<file path="config.mk">
export PLATFORM = sky130hd
export DESIGN_NAME = multicycle_controller
export DESIGN_NICKNAME = d
export VERILOG_FILES = /design/src/rtl/multicycle_controller.sv
export SDC_FILE = /design/constraint.sdc
export NUM_CORES = 1
export LEC_CHECK = 0
export BUFFER_PORTS_ARGS = -buffer_cell sky130_fd_sc_hd__clkbuf_2
export CORE_AREA = 2 2 76 78
export DETAILED_ROUTE_END_ITERATION = 12
export DIE_AREA = 0 0 78 80
export SLEW_MARGIN = 10
export SYNTH_ARGS = -nofsm -noshare
export SYNTH_HDL_FRONTEND = slang
export SYNTH_SLANG_ARGS = --single-unit
</file>
<file path="constraint.sdc">
create_clock -name clk -period 3.71 [get_ports clk]
set_input_delay 0.1855 -clock clk [delete_from_list [all_inputs] [get_ports clk]]
set_output_delay 0.1855 -clock clk [all_outputs]
set_load 0.01 [all_outputs]
</file>
<file path="src/rtl/multicycle_controller.sv">
// Control FSM for a multicycle RV32I datapath.
// Sequences each instruction through FETCH/DECODE and the per-class execute
// states, drives every datapath select and write-enable from the current
// state, parks the core in a sticky ERROR state on unsupported encodings and
// counts retired instructions for bring-up.
module multicycle_controller #(
  parameter int CNT_WIDTH = 32
) (
  input  logic                 clk,
  input  logic                 reset,
  input  logic [6:0]           op_code,
  input  logic [2:0]           funct3,
  input  logic [6:0]           funct7,
  input  logic                 Zero,
  output logic                 adr_src,
  output logic                 mem_write,
  output logic                 IR_write,
  output logic                 reg_write,
  output logic                 PC_write,
  output logic [1:0]           result_src,
  output logic [1:0]           alu_src_a,
  output logic [1:0]           alu_src_b,
  output logic [1:0]           imm_src,
  output logic [2:0]           alu_control,
  output logic                 illegal,
  output logic [3:0]           state_dbg,
  output logic [CNT_WIDTH-1:0] retired
);

  typedef enum logic [3:0] {
    S_FETCH    = 4'd0,
    S_DECODE   = 4'd1,
    S_MEMADR   = 4'd2,
    S_MEMREAD  = 4'd3,
    S_MEMWB    = 4'd4,
    S_MEMWRITE = 4'd5,
    S_EXECR    = 4'd6,
    S_EXECI    = 4'd7,
    S_ALUWB    = 4'd8,
    S_BRANCH   = 4'd9,
    S_JAL      = 4'd10,
    S_ERROR    = 4'd15
  } state_t;

  localparam logic [6:0] OP_LOAD   = 7'b0000011;
  localparam logic [6:0] OP_STORE  = 7'b0100011;
  localparam logic [6:0] OP_RTYPE  = 7'b0110011;
  localparam logic [6:0] OP_ITYPE  = 7'b0010011;
  localparam logic [6:0] OP_BRANCH = 7'b1100011;
  localparam logic [6:0] OP_JAL    = 7'b1101111;

  localparam logic [2:0] ALU_ADD = 3'b000;
  localparam logic [2:0] ALU_SUB = 3'b001;
  localparam logic [2:0] ALU_AND = 3'b010;
  localparam logic [2:0] ALU_OR  = 3'b011;
  localparam logic [2:0] ALU_XOR = 3'b100;
  localparam logic [2:0] ALU_SLT = 3'b101;

  localparam logic [1:0] IMM_I = 2'd0;
  localparam logic [1:0] IMM_S = 2'd1;
  localparam logic [1:0] IMM_B = 2'd2;
  localparam logic [1:0] IMM_J = 2'd3;

  localparam logic [CNT_WIDTH-1:0] CNT_ONE = {{(CNT_WIDTH-1){1'b0}}, 1'b1};

  state_t               state_q, state_d;
  logic [CNT_WIDTH-1:0] retired_q, retired_d;
  logic                 illegal_q, illegal_d;

  logic                 alu_f3_ok;
  logic                 br_f3_ok;
  logic [2:0]           alu_decoded;

  // Unstate-decoded enables, gated by reset before reaching the ports
  logic                 mem_write_s;
  logic                 IR_write_s;
  logic                 reg_write_s;
  logic                 PC_write_s;

  // Only funct7[5] selects between add and sub; the other bits are ignored
  logic                 unused_funct7;
  assign unused_funct7 = ^{funct7[6], funct7[4:0]};

  // Which funct3 values the ALU and branch paths actually implement
  always_comb begin
    alu_f3_ok = !((funct3 == 3'b001) || (funct3 == 3'b011) || (funct3 == 3'b101));
    br_f3_ok  = (funct3 == 3'b000) || (funct3 == 3'b001);
  end

  // ALU operation for R/I execute; only R-type with funct7[5] subtracts
  always_comb begin
    alu_decoded = ALU_ADD;
    case (funct3)
      3'b000:  alu_decoded = (op_code[5] && funct7[5]) ? ALU_SUB : ALU_ADD;
      3'b010:  alu_decoded = ALU_SLT;
      3'b100:  alu_decoded = ALU_XOR;
      3'b110:  alu_decoded = ALU_OR;
      3'b111:  alu_decoded = ALU_AND;
      default: alu_decoded = ALU_ADD;
    endcase
  end

  // Immediate format follows the opcode directly, independent of state
  always_comb begin
    imm_src = IMM_I;
    case (op_code)
      OP_LOAD,
      OP_ITYPE:  imm_src = IMM_I;
      OP_STORE:  imm_src = IMM_S;
      OP_BRANCH: imm_src = IMM_B;
      OP_JAL:    imm_src = IMM_J;
      default:   imm_src = IMM_I;
    endcase
  end

  // Next-state selection; illegal encodings are caught once in DECODE
  always_comb begin
    state_d = state_q;
    case (state_q)
      S_FETCH:  state_d = S_DECODE;
      S_DECODE: begin
        case (op_code)
          OP_LOAD,
          OP_STORE:  state_d = S_MEMADR;
          OP_RTYPE:  state_d = alu_f3_ok ? S_EXECR : S_ERROR;
          OP_ITYPE:  state_d = alu_f3_ok ? S_EXECI : S_ERROR;
          OP_BRANCH: state_d = br_f3_ok ? S_BRANCH : S_ERROR;
          OP_JAL:    state_d = S_JAL;
          default:   state_d = S_ERROR;
        endcase
      end
      S_MEMADR:   state_d = (op_code == OP_STORE) ? S_MEMWRITE : S_MEMREAD;
      S_MEMREAD:  state_d = S_MEMWB;
      S_MEMWB:    state_d = S_FETCH;
      S_MEMWRITE: state_d = S_FETCH;
      S_EXECR:    state_d = S_ALUWB;
      S_EXECI:    state_d = S_ALUWB;
      S_ALUWB:    state_d = S_FETCH;
      S_BRANCH:   state_d = S_FETCH;
      S_JAL:      state_d = S_ALUWB;
      S_ERROR:    state_d = S_ERROR;
      default:    state_d = S_ERROR;
    endcase
  end

  // Retire count bumps on the final cycle of every completed instruction
  always_comb begin
    retired_d = retired_q;
    if ((state_q == S_MEMWB) || (state_q == S_MEMWRITE) ||
        (state_q == S_ALUWB) || (state_q == S_BRANCH)) begin
      retired_d = retired_q + CNT_ONE;
    end
    illegal_d = illegal_q || (state_d == S_ERROR);
  end

  // State, sticky error flag and retire counter
  always_ff @(posedge clk or negedge reset) begin
    if (!reset) begin
      state_q   <= S_FETCH;
      retired_q <= '0;
      illegal_q <= 1'b0;
    end else begin
      state_q   <= state_d;
      retired_q <= retired_d;
      illegal_q <= illegal_d;
    end
  end

  // Moore decode of the datapath controls from the current state
  always_comb begin
    adr_src     = 1'b0;
    mem_write_s = 1'b0;
    IR_write_s  = 1'b0;
    reg_write_s = 1'b0;
    PC_write_s  = 1'b0;
    result_src  = 2'd0;
    alu_src_a   = 2'd0;
    alu_src_b   = 2'd0;
    alu_control = ALU_ADD;
    case (state_q)
      S_FETCH: begin
        adr_src    = 1'b0;
        IR_write_s = 1'b1;
        alu_src_a  = 2'd0;
        alu_src_b  = 2'd2;
        result_src = 2'd2;
        PC_write_s = 1'b1;
      end
      S_DECODE: begin
        alu_src_a = 2'd1;
        alu_src_b = 2'd1;
      end
      S_MEMADR: begin
        alu_src_a = 2'd2;
        alu_src_b = 2'd1;
      end
      S_MEMREAD: begin
        adr_src    = 1'b1;
        result_src = 2'd0;
      end
      S_MEMWB: begin
        result_src  = 2'd1;
        reg_write_s = 1'b1;
      end
      S_MEMWRITE: begin
        adr_src     = 1'b1;
        result_src  = 2'd0;
        mem_write_s = 1'b1;
      end
      S_EXECR: begin
        alu_src_a   = 2'd2;
        alu_src_b   = 2'd0;
        alu_control = alu_decoded;
      end
      S_EXECI: begin
        alu_src_a   = 2'd2;
        alu_src_b   = 2'd1;
        alu_control = alu_decoded;
      end
      S_ALUWB: begin
        result_src  = 2'd0;
        reg_write_s = 1'b1;
      end
      S_BRANCH: begin
        alu_src_a   = 2'd2;
        alu_src_b   = 2'd0;
        alu_control = ALU_SUB;
        result_src  = 2'd0;
        PC_write_s  = funct3[0] ? !Zero : Zero;
      end
      S_JAL: begin
        alu_src_a  = 2'd1;
        alu_src_b  = 2'd2;
        result_src = 2'd0;
        PC_write_s = 1'b1;
      end
      default: begin
        // ERROR and unused codes: every control held at zero
      end
    endcase
  end

  // Enables are killed while reset is low so no write can slip past the reset edge
  always_comb begin
    mem_write = mem_write_s && reset;
    IR_write  = IR_write_s  && reset;
    reg_write = reg_write_s && reset;
    PC_write  = PC_write_s  && reset;
  end

  assign illegal   = illegal_q;
  assign state_dbg = state_q;
  assign retired   = retired_q;

endmodule

</file>
### Word level (Yosys, flattened, before mapping)

Cells that the tools add are included.

* add/sub/neg operators: 1
* equality and inequality tests: 24
* mux-type cells: 19
* reduce and logical (&&, ||, !) cells: 25

Operator list (count)
* $add 32x1->32 const B: 1
* $pmux 4 s6: 1
* $pmux 4 s5: 1
* $eq 4x3->1 const B: 4
* $eq 4x4->1 const B: 4
* $pmux 3 s5: 1
* $eq 7x6->1 const B: 2
* $eq 7x7->1 const B: 2
* $eq 3x3->1 const B: 4
* $pmux 2 s2: 3
* $reduce_or 2->1: 6
* $eq 4x2->1 const B: 2
* $mux 4: 2
* $reduce_or 4->1: 2
* $eq 7x2->1 const B: 1
* $eq 7x5->1 const B: 1
* $logic_or 1x1->1: 7
* $eq 3x2->1 const B: 2
* $mux 1: 6
* $mux 3: 2
* $pmux 2 s3: 1
* $pmux 3 s2: 1
* $reduce_or 3->1: 2
* $logic_and 1x1->1: 5
* 6 further kinds: 6

* register bits: 37
* bits of input ports: 20
* output and inout port bits: 53
* logic and storage cells: 72

### Logic depth before layout (Yosys ltp)

Gate-level depths: netlist of run 1.

* depth after elaboration: 8
* depth in mapped cells: 5
* gate-level depth less buffers: 5

### Worst setup path after synthesis of run 1

OpenSTA, ideal clock, no wires.

* path kind: reg2out
* start point: register state_q[2] (netlist: state_dbg[2])
* end point: output port alu_control[0]
* data arrival time: 1478 ps
* data required time: 3524 ps
* path slack: 2046 ps
* stages on the path, launching flop included: 5
* buffers on the path: 1
* cells stage by stage: dfrtp_1 > clkbuf_1 > nor2b_1 > nand2_1 > o31ai_1

* cells in the longest elaborated chain, start to end: 3
* elaborated cells between the ends (all ways): 5
* those cells by class: eq/ne (3); mux (1); reduce/logical (1)

Ends and longest elaborated chain
* from (decl): RTL line 66 `state_t state_q, state_d;`
* from (signal assigned): RTL line 163 `state_q <= state_d;`
* $eq 4x3->1: RTL line 180 `case (state_q)`
* $reduce_or 2->1 (no line)
* $pmux 3 s2 *: RTL line 180
* to (decl): RTL line 24 `output logic [2:0] alu_control,`

Mark *: on every way between the ends. The rest lies on a longest branch, timed or not.

### Worst setup path in the final report of run 1

* start point: register state_q[3] (netlist: state_dbg[3])
* end point: register retired_q[8] (netlist: retired[8])

* cells in the longest elaborated chain, start to end: 4
* elaborated cells between the ends (all ways): 7
* those cells by class: eq/ne (4); reduce/logical (3)

Ends and longest elaborated chain
* $eq 4x3->1: RTL line 149 `if ((state_q == S_MEMWB) || (state_q == S_MEMWRITE) ||`
* $logic_or 1x1->1 (2 in a row): RTL line 149
* $logic_or 1x1->1 *: RTL line 150 `(state_q == S_ALUWB) || (state_q == S_BRANCH)) begin`
* to (signal assigned): RTL line 164 `retired_q <= retired_d;`
* to (decl): RTL line 67 `logic [CNT_WIDTH-1:0] retired_q, retired_d;`

Marks and branches as above.
A chain may end at the register's enable or synchronous reset.

==> flow_summary.toml, run 1 <==
[outcome]
status = "complete, no violations"

[grt]
grt_first_pass_wirelength_um = 7780
grt_max_degree = 42
grt.total_usage_pct = 15.7
antenna_found_initial = 0
grt-ovfl-total = 0
grt_pass1_vias = 1643

[floorplan]
ios = 73
die_h_um = 80
start_util_pct = 38.7
fp-row-count = 27
die_area_um2 = 6240
die_w_um = 78
coreArea_um2 = 5410

[detailed_routing]
wl_per_cell_um = 13.3
post-route-drc-count = 0
vias = 1796
wirelength_um = 4680
drt_first_iter_violations = 63
final_antenna_net_count = 0
via_per_inst = 5.12
drtPass1Iterations = 4

[logic_synthesis]
synth.largest_area_cell = "dfrtp_1"
avgSynthCellArea_um2 = 9.96
seq_area_frac_synth_pct = 44.3
syn_area_um2 = 2090
synth_fp_nets = 231
ys_ff_latch = 37
netlist.area_leader.share_pct = 44.3
synth_edf_count = 0
yosysWarnings = 0
synth.area.top_cells = "dfrtp_1 (44%), xnor2_1 (12%), nand4_1 (4.5%)"
synth_cell_types = 44
async_reset_ff_share_pct = 100
ys.flop_type = "dfrtp_1"
postSynthCellCount = 210

[power_and_ir_drop]
leakage_nw = 1.20
powerDensity_nw_per_um2 = 274
vdd_drop_max_mv = 0.232
p_total_uw = 710

[placed_design]
hpwl_um = 3450
globalplace.congestion = 0.770
io_buffer_count = 66
dpl_cell_area_um2 = 2490

[timing]
period_share_pct = 54.6
fin_skew_ns = 0.00539
rsz0062_at_grt = "no"
relSlewSlack_pct = 57.3
final-hold-violation-count = 0
setup_viol = 0
fmax_mhz = 494
fin_setup_tns_ns = 0
drv_slew = 0
fin_crit_ns = 2.03
worstMarginPinSlew_ns = 0.640

[cells_and_area]
multi_input_area_um2 = 1130
regArea_um2 = 926
diodes = 0
fin_area_um2 = 2590
syn_to_final_growth_pct = 23.9
fin_nets = 300
drive_gt1_share_pct = 30.1
fillCellCount = 545

[clock_network]
clock_latency_ns = 0.28
numClockSinks = 37
cts_buffer_depth = 2
post_cts_buffers = 0
cts-root-buf = "clkbuf_8"
numCtsBuffers = 5
tritoncts = "built"
htree_levels = 2
clk_pin_slew_ns = 0.07

[setup_path]
cp-end-kind = "flop"
path_class = "flop to flop"
path_cells = "xnor2_2 > nor3_2 > and3_1 > xor2_1"
slowest_stage = "dfrtp_1"
cp.arrival_ns = 2.23
cp.required_ns = 3.91
crit_path_max_fanout = 20
cpPeakStageDelay_ns = 0.75
worst_setup_path_start_kind = "flop"

[min_path]
hold_class = "input port to flop"

[job]
drv_cap = 0
==> state kept, by name (all words and copies together) (netlist names) <==
| register | cells |
|---|---|
| illegal | 1 |
| retired | 32 |
| state_dbg | 4 |
==> cell families after synthesis <==
group           synth area share [%]
compound gates                  6.16
xor+xnor                        16.3
fa+ha+maj                      0.598
buf+inv                         1.50
flops                           44.3
mux                            0.539
simple gates                    30.6
==> report_power, final <==
part | total [mW] | switching [mW] | leakage, nW | internal [mW]
registers | 0.403 | 0 | 0.491 | 0.403
logic | 0.0313 | 0.0194 | 0.662 | 0.0119
clock network | 0.275 | 0.128 | 0.0443 | 0.147
total | 0.710 | 0.147 | 1.20 | 0.562
==> stage by stage <==
| stage | setup slack, ns | utilization (%) | hold WS [ns] | std cells |
|---|---|---|---|---|
| floorplan | 2.05 | - | -0.110 | 210 |
| global placement | 1.70 | 46.2 | 0.272 | 343 |
| detailed placement | 1.69 | 46.2 | 0.276 | 343 |
| CTS | 1.67 | 47.9 | 0.373 | 351 |
| global route | 1.43 | 47.9 | 0.447 | 351 |
| finish | 1.68 | 47.9 | 0.369 | 351 |
==> final cells by class <==
class                   count  area share [%]
clock buffers               7            3.33
inverters                   2           0.290
multi-input cells         165            43.7
flip-flops and latches     37            35.7
well taps                  72            3.48
repair buffers             68            13.4
==> Yosys cell counts (all sizes together) (4+ instances only) <==
cell type	instances
nand2	18
and3	7
dfrtp	37
xnor2	30
nand3b	4
nor2	12
nand4	15
nor3	10
a21oi	5
nor2b	5
xor2	8
nand3	14
nor4	5
==> critical path, delay by kind of cell, from the launching register on <==
kind | cells | cell delay [ns]
flops | 1 | 0.75
simple gates | 2 | 0.75
xor+xnor | 2 | 0.46
==> final timing paths <==
check                              from      endpoint  slack [ns]  cells after the start
setup reg to reg           state_dbg[3]    retired[8]        1.68                      4
setup / recovery           state_dbg[3]    retired[8]        1.68                      4
hold reg to reg                 illegal       illegal        0.47                      1
min in group asynchronous         reset   retired[23]        0.50                      3
max in group asynchronous         reset  state_dbg[0]        2.86                      3
hold / removal               op_code[4]  state_dbg[1]        0.37                      3
==> placed cells by master (no fill, tap or decap), drive strengths merged, types with 4 or more instances in the layout <==
cell type and count:
and3 7, nor4 5, a21oi 5, clkbuf 73, nand3b 4, xnor2 30, nor3 10, dfrtp 37
nand4 15, nand3 14, xor2 8, nor2 12, nand2 18, nor2b 5
==> per-layer routing <==
metal  vias to the layer above  GRT usage [%]  wire length (um)
li1                        894              -                 -
met1                       862           21.5              2260
met4                         0           5.26                38
met2                        38           24.6              2240
met3                         2           3.28               136
met5                         -              0                 0
==> what timing repair did <==
item,CTS,global route
endpoints found under the hold margin,37,0
resized for setup,0,0
hold buffers,1,0
Note: power is estimated with default switching activity, not from simulation.
==> run 2: changes to the inputs <==
PLACE_DENSITY = 0.67   (was unset)
clock period = 1.8 ns   (was 3.71 ns; I/O delays follow)
==> run 2 against run 1 <==
Combinational power up 110%. Clock skew increased by 0.0023 ns. Count of clock-buffer cells in the layout unchanged. Non-clock buffer count is 12 higher. Critical path depth is 1 higher. Worst hold slack lost 0.16 ns. Highest routed layer unchanged.
==> flow_summary.toml, run 2 (synthesized netlist as in run 1, its figures left out) <==
[outcome]
status = "complete, no violations"

[clock_network]
cts-root-buf = "clkbuf_8"
tritoncts = "built"
htree_levels = 2
numCtsBuffers = 5
clk_pin_slew_ns = 0.07
clock_latency_ns = 0.29
numClockSinks = 37
post_cts_buffers = 0
cts_buffer_depth = 2

[timing]
period_share_pct = 91.5
worstMarginPinSlew_ns = 0.532
fin_skew_ns = 0.00771
setup_viol = 0
fin_setup_tns_ns = 0
relSlewSlack_pct = 64.4
rsz0062_at_grt = "no"
fin_crit_ns = 1.65
fmax_mhz = 607
final-hold-violation-count = 0
drv_slew = 0

[grt]
grt_pass1_vias = 1724
grt.total_usage_pct = 16.1
grt-ovfl-total = 0
antenna_found_initial = 0
grt_first_pass_wirelength_um = 8000
grt_max_degree = 34

[detailed_routing]
drt_first_iter_violations = 48
wl_per_cell_um = 13.0
final_antenna_net_count = 0
wirelength_um = 4720
post-route-drc-count = 0
vias = 1853
via_per_inst = 5.10
drtPass1Iterations = 4

[setup_path]
worst_setup_path_start_kind = "flop"
r2r_start = "state_dbg[2]"
cp.arrival_ns = 1.56
crit_path_max_fanout = 15
path_class = "flop to primary output"
cpPeakStageDelay_ns = 0.40
slowest_stage = "dfrtp_1"
crit_start = "state_dbg[2]"
cp-end-kind = "primary output"
path_cells = "buf_6 > nor2b_2 > nand2_1 > o31ai_1 > clkbuf_2"
cp.required_ns = 1.71

[placed_design]
globalplace.congestion = 0.787
dpl.cell_count = 355
io_buffer_count = 66
hpwl_um = 3540

[cells_and_area]
largest_reg_flops = 32
diodes = 0
drive_gt1_share_pct = 33.7
mostFrequentLayoutCells = "clkbuf_2 (66), dfrtp_1 (37), xnor2_1 (29)"
final_cells = 363
final_common_cell = "clkbuf_2"
fin_nets = 312
syn_to_final_growth_pct = 29.0

[floorplan]
ios = 73
die_h_um = 80
start_util_pct = 38.7
die_area_um2 = 6240
die_w_um = 78
fp-row-count = 27
coreArea_um2 = 5410

[power_and_ir_drop]
powerDensity_nw_per_um2 = 548
leakage_nw = 1.27
vdd_drop_max_mv = 0.269

[job]
drv_cap = 0

[min_path]
hold_class = "input port to async pin"
[run 2: cell types whose count changed in the layout (fill, tap and decap cells not counted), sizes merged]
cell / change
buf: +12
[run 2: report_power, final]
group          total [mW]  leakage (nW)  switching, mW  internal, mW
sequential          0.831         0.491              0         0.831
clock               0.583        0.0443          0.279         0.304
combinational      0.0650         0.731         0.0406        0.0244
total                1.48          1.27          0.320          1.16
[run 2: worst max-delay path: cells and delay by family (launching register included)]
| kind | cells | cell delay [ns] |
|---|---|---|
| AOI/OAI and AO/OA | 1 | 0.23 |
| and+or+nand+nor | 2 | 0.30 |
| buffers and inverters | 2 | 0.35 |
| DFF | 1 | 0.40 |
[run 2: worst paths after layout]
path | to | cells after the start | slack [ns]
max reg2reg | illegal | 5 | 0.17
min | state_dbg[3] | 2 | 0.21
min reg2reg | retired[31] | 1 | 0.47
max in group asynchronous | retired[22] | 3 | 0.93
min in group clk | state_dbg[1] | 3 | 0.26
max | alu_control[0] | 5 | 0.15
[run 2: metrics by stage]
step                      hold slack (ns)  instance area, um^2  utilization, %  setup WS (ns)  total power [mW]
final                               0.214                 2700            49.9          0.154              1.48
after global placement            -0.0634                 2580            47.8          0.180             0.910
after global routing                0.237                 2700            49.9         0.0130              1.55
after floorplan                    -0.206                 2090               -          0.191             0.865
after CTS                           0.226                 2680            49.6         0.0538              1.50
after detailed placement          -0.0572                 2580            47.8          0.176             0.912
[run 2: area by class of cell]
cell class	instances	area (um^2)
sequential	37	926
fill	530	2710
timing repair buffer	80	449
multi-input combinational	165	1140
tap	72	90.1
inverter	2	7.51
clock buffer	7	86.3
[run 2: routing by layer]
metal  up-vias  track usage, %  routed length (um)
met4         0            6.32                  80
met1       878            20.9                2260
met3         5            4.64                 226
met2        44            25.4                2150
met5         -               0                   0
li1        926               -                   -
[run 2: repair_timing]
item / CTS / global route
hold endpoints to repair: 4 / 0
endpoints found under the setup margin: 0 / 3
resized for setup: 0 / 5
hold buffers: 1 / 0
==> run 3: changes to the inputs <==
ABC_AREA = 1   (was unset)
CORE_AREA = 2 2 82 84   (was 2 2 76 78)
DIE_AREA = 0 0 84 86   (was 0 0 78 80)
PLACE_DENSITY = 0.65   (was 0.67)
==> run 3 against run 2 <==
Worst hold slack lost 0.037 ns. Worst setup slack worse by 0.039 ns. Clock skew fell by 0.0031 ns. Critical path depth rose by 1. Fmax shrank 2.3%. Register-to-register slack improved by 0.03 ns. Core utilization is 2.2 points lower. Via count rose by 30%. Area after synthesis rose by 17%. Wire length grew 23%. Highest routed layer unchanged.
==> flow_summary.toml, run 3 <==
[grt]
grt.total_usage_pct = 17.4
antenna_found_initial = 0
grt_pass1_vias = 2310
grt_max_degree = 20
grt-ovfl-total = 0
grt_first_pass_wirelength_um = 10100

[outcome]
status = "complete, no violations"

[logic_synthesis]
seq_area_frac_synth_pct = 37.9
synth_fa_ha_area_share_pct = 0.512
synth_xor_area_share_pct = 8.60
avgSynthCellArea_um2 = 6.81
postSynthCellCount = 359
yosysWarnings = 0
synth.largest_area_cell = "dfrtp_1"
syn_area_um2 = 2440
synth.area.top_cells = "dfrtp_1 (38%), nand2_1 (19%), nor2_1 (8.4%)"
async_reset_ff_share_pct = 100
ys_ff_latch = 37
synth_top_family_by_area = "simple AND/OR/NAND/NOR gates"
synth_fp_nets = 380
netlist.area_leader.share_pct = 37.9
synth_mux_area_share_pct = 0
synth-compound-area-share_pct = 2.76
ys.flop_type = "dfrtp_1"
synth_edf_count = 0
synth_cell_types = 30
synth_commonest_cells = "nand2_1 (125), nor2_1 (55), inv_1 (50), dfrtp_1 (37), xor2_1 (21)"
synth-simple-area-share_pct = 41.6
synth_most_common_cell = "nand2_1"

[setup_path]
ff2ff_path_depth = 10
reg2reg_to = "retired[22]"
worst_setup_path_start_kind = "flop"
cp.required_ns = 1.71
cpPeakStageDelay_ns = 0.42
cp.arrival_ns = 1.60
crit_cells = 6
path_delay_family = "buffers and inverters"
crit_start = "state_dbg[1]"
path_class = "flop to primary output"
slowest_stage = "dfrtp_1"
cp-endpoint = "alu_src_b[0]"
r2r_start = "state_dbg[3]"
cp-end-kind = "primary output"
reg2reg_slack_ns = 0.20
cp_num_buf_inv = 3
crit_path_max_fanout = 5
path_cells = "inv_2 > nand2_1 > nor3_2 > inv_1 > o211ai_1 > clkbuf_2"

[timing]
worstMarginPinSlew_ns = 0.403
period_share_pct = 93.7
fmax_mhz = 593
fin_skew_ns = 0.00459
setup_viol = 0
final-hold-violation-count = 0
drv_slew = 0
fin_setup_tns_ns = 0
fin_crit_ns = 1.69
relSlewSlack_pct = 72.9
rsz0062_at_grt = "no"
worst_slack_ns = 0.114

[power_and_ir_drop]
seqPwrFrac_pct = 37.6
clkPwrFrac_pct = 19.8
p_int_mw = 1.67
comb_power_share_pct = 42.7
power.switching_mw = 1.24
powerDensity_nw_per_um2 = 973
p_total_mw = 2.92
leakage_nw = 1.58
vdd_drop_max_mv = 0.520
swShare_pct = 42.6

[clock_network]
cts_buffer_depth = 2
cts-root-buf = "clkbuf_8"
numCtsBuffers = 5
htree_levels = 2
post_cts_buffers = 0
clk_pin_slew_ns = 0.07
numClockSinks = 37
tritoncts = "built"
clock_latency_ns = 0.29

[detailed_routing]
via_per_inst = 4.71
drt_first_iter_violations = 99
final_antenna_net_count = 0
post-route-drc-count = 0
wirelength_um = 5830
wl_per_cell_um = 11.4
vias = 2409
drtPass1Iterations = 4

[floorplan]
coreArea_um2 = 6280
fp-row-count = 29
ios = 73
die_area_um2 = 7220
die_w_um = 84
die_h_um = 86
start_util_pct = 38.9

[cells_and_area]
syn_to_final_growth_pct = 22.5
mostFrequentLayoutCells = "nand2_1 (125), clkbuf_2 (66), nor2_1 (52)"
fin_nets = 456
diodes = 0
drive_gt1_share_pct = 21.8
fin_area_um2 = 3000
final_common_cell = "nand2_1"
largest_reg_flops = 32
final_cells = 512

[placed_design]
hpwl_um = 4780
place_ws_ns = 0.128
io_buffer_count = 66
globalplace.congestion = 0.898
dpl_cell_area_um2 = 2890
dpl.cell_count = 504

[min_path]
hold_class = "input port to flop"

[job]
drv_cap = 0
run 3: what timing repair did:
item | in CTS | in global routing
hold buffers | 1 | 0
endpoints found under the hold margin | 37 | 0
resized for setup | 0 | 4
setup endpoints to repair | 0 | 4
run 3: layer usage:
metal,track usage [%],routed length (um),up-vias
met5,0,0,-
met4,6.74,129,0
met3,3.85,264,10
met2,29.9,2770,51
met1,21.3,2660,1092
li1,-,-,1256
run 3: kinds of logic after synthesis:
family | Yosys count
adders and majority gates | 1
and+or+nand+nor | 230
AOI/OAI and AO/OA | 12
xor gates and xnor gates | 24
buffers and inverters | 55
DFF | 37
run 3: worst register-to-register path, stage by stage, from the launching register on:
cell and delay (ns):
dfrtp_1 0.44, inv_1 0.13, nand2_2 0.11, nand2_4 0.12
nand2_8 0.12, inv_4 0.13, nand2_1 0.07, nor2_2 0.11
nand2_1 0.07, xor2_1 0.14, inv_1 0.06
run 3: power groups by stage:
stage	Clock, mW	Combinational (mW)	Sequential (mW)
2_1_floorplan	0	0.791	1.12
3_3_place_gp	0	1.24	1.09
3_5_place_dp	0	1.24	1.11
4_1_cts	0.595	1.25	1.09
5_1_grt	0.632	1.39	1.12
6_report	0.576	1.24	1.10
run 3: final cells by class:
type | instances | area, um^2
Sequential cell | 37 | 926
Tap cell | 77 | 96.3
Inverter | 53 | 201
Timing Repair Buffer | 71 | 370
Fill cell | 668 | 3280
Multi-Input combinational cell | 267 | 1320
Clock buffer | 7 | 86.3
run 3: worst min-delay path by stage:
stage | start | endpoint | slack, ns | cells past startpoint
detailed placement | reset | retired[16] | 0.16 | 2
global route | op_code[4] | state_dbg[3] | 0.19 | 3
CTS | op_code[4] | state_dbg[1] | 0.16 | 4
global placement | reset | retired[10] | 0.15 | 2
finish | op_code[4] | state_dbg[3] | 0.18 | 3
floorplan | reset | illegal | -0.21 | 0
run 3: through the flow:
step | utilization (%) | hold WS (ns)
CTS | 47.6 | 0.165
detailed placement | 46.0 | 0.156
global placement | 46.0 | 0.152
floorplan | - | -0.206
finish | 47.7 | 0.177
global route | 47.7 | 0.188
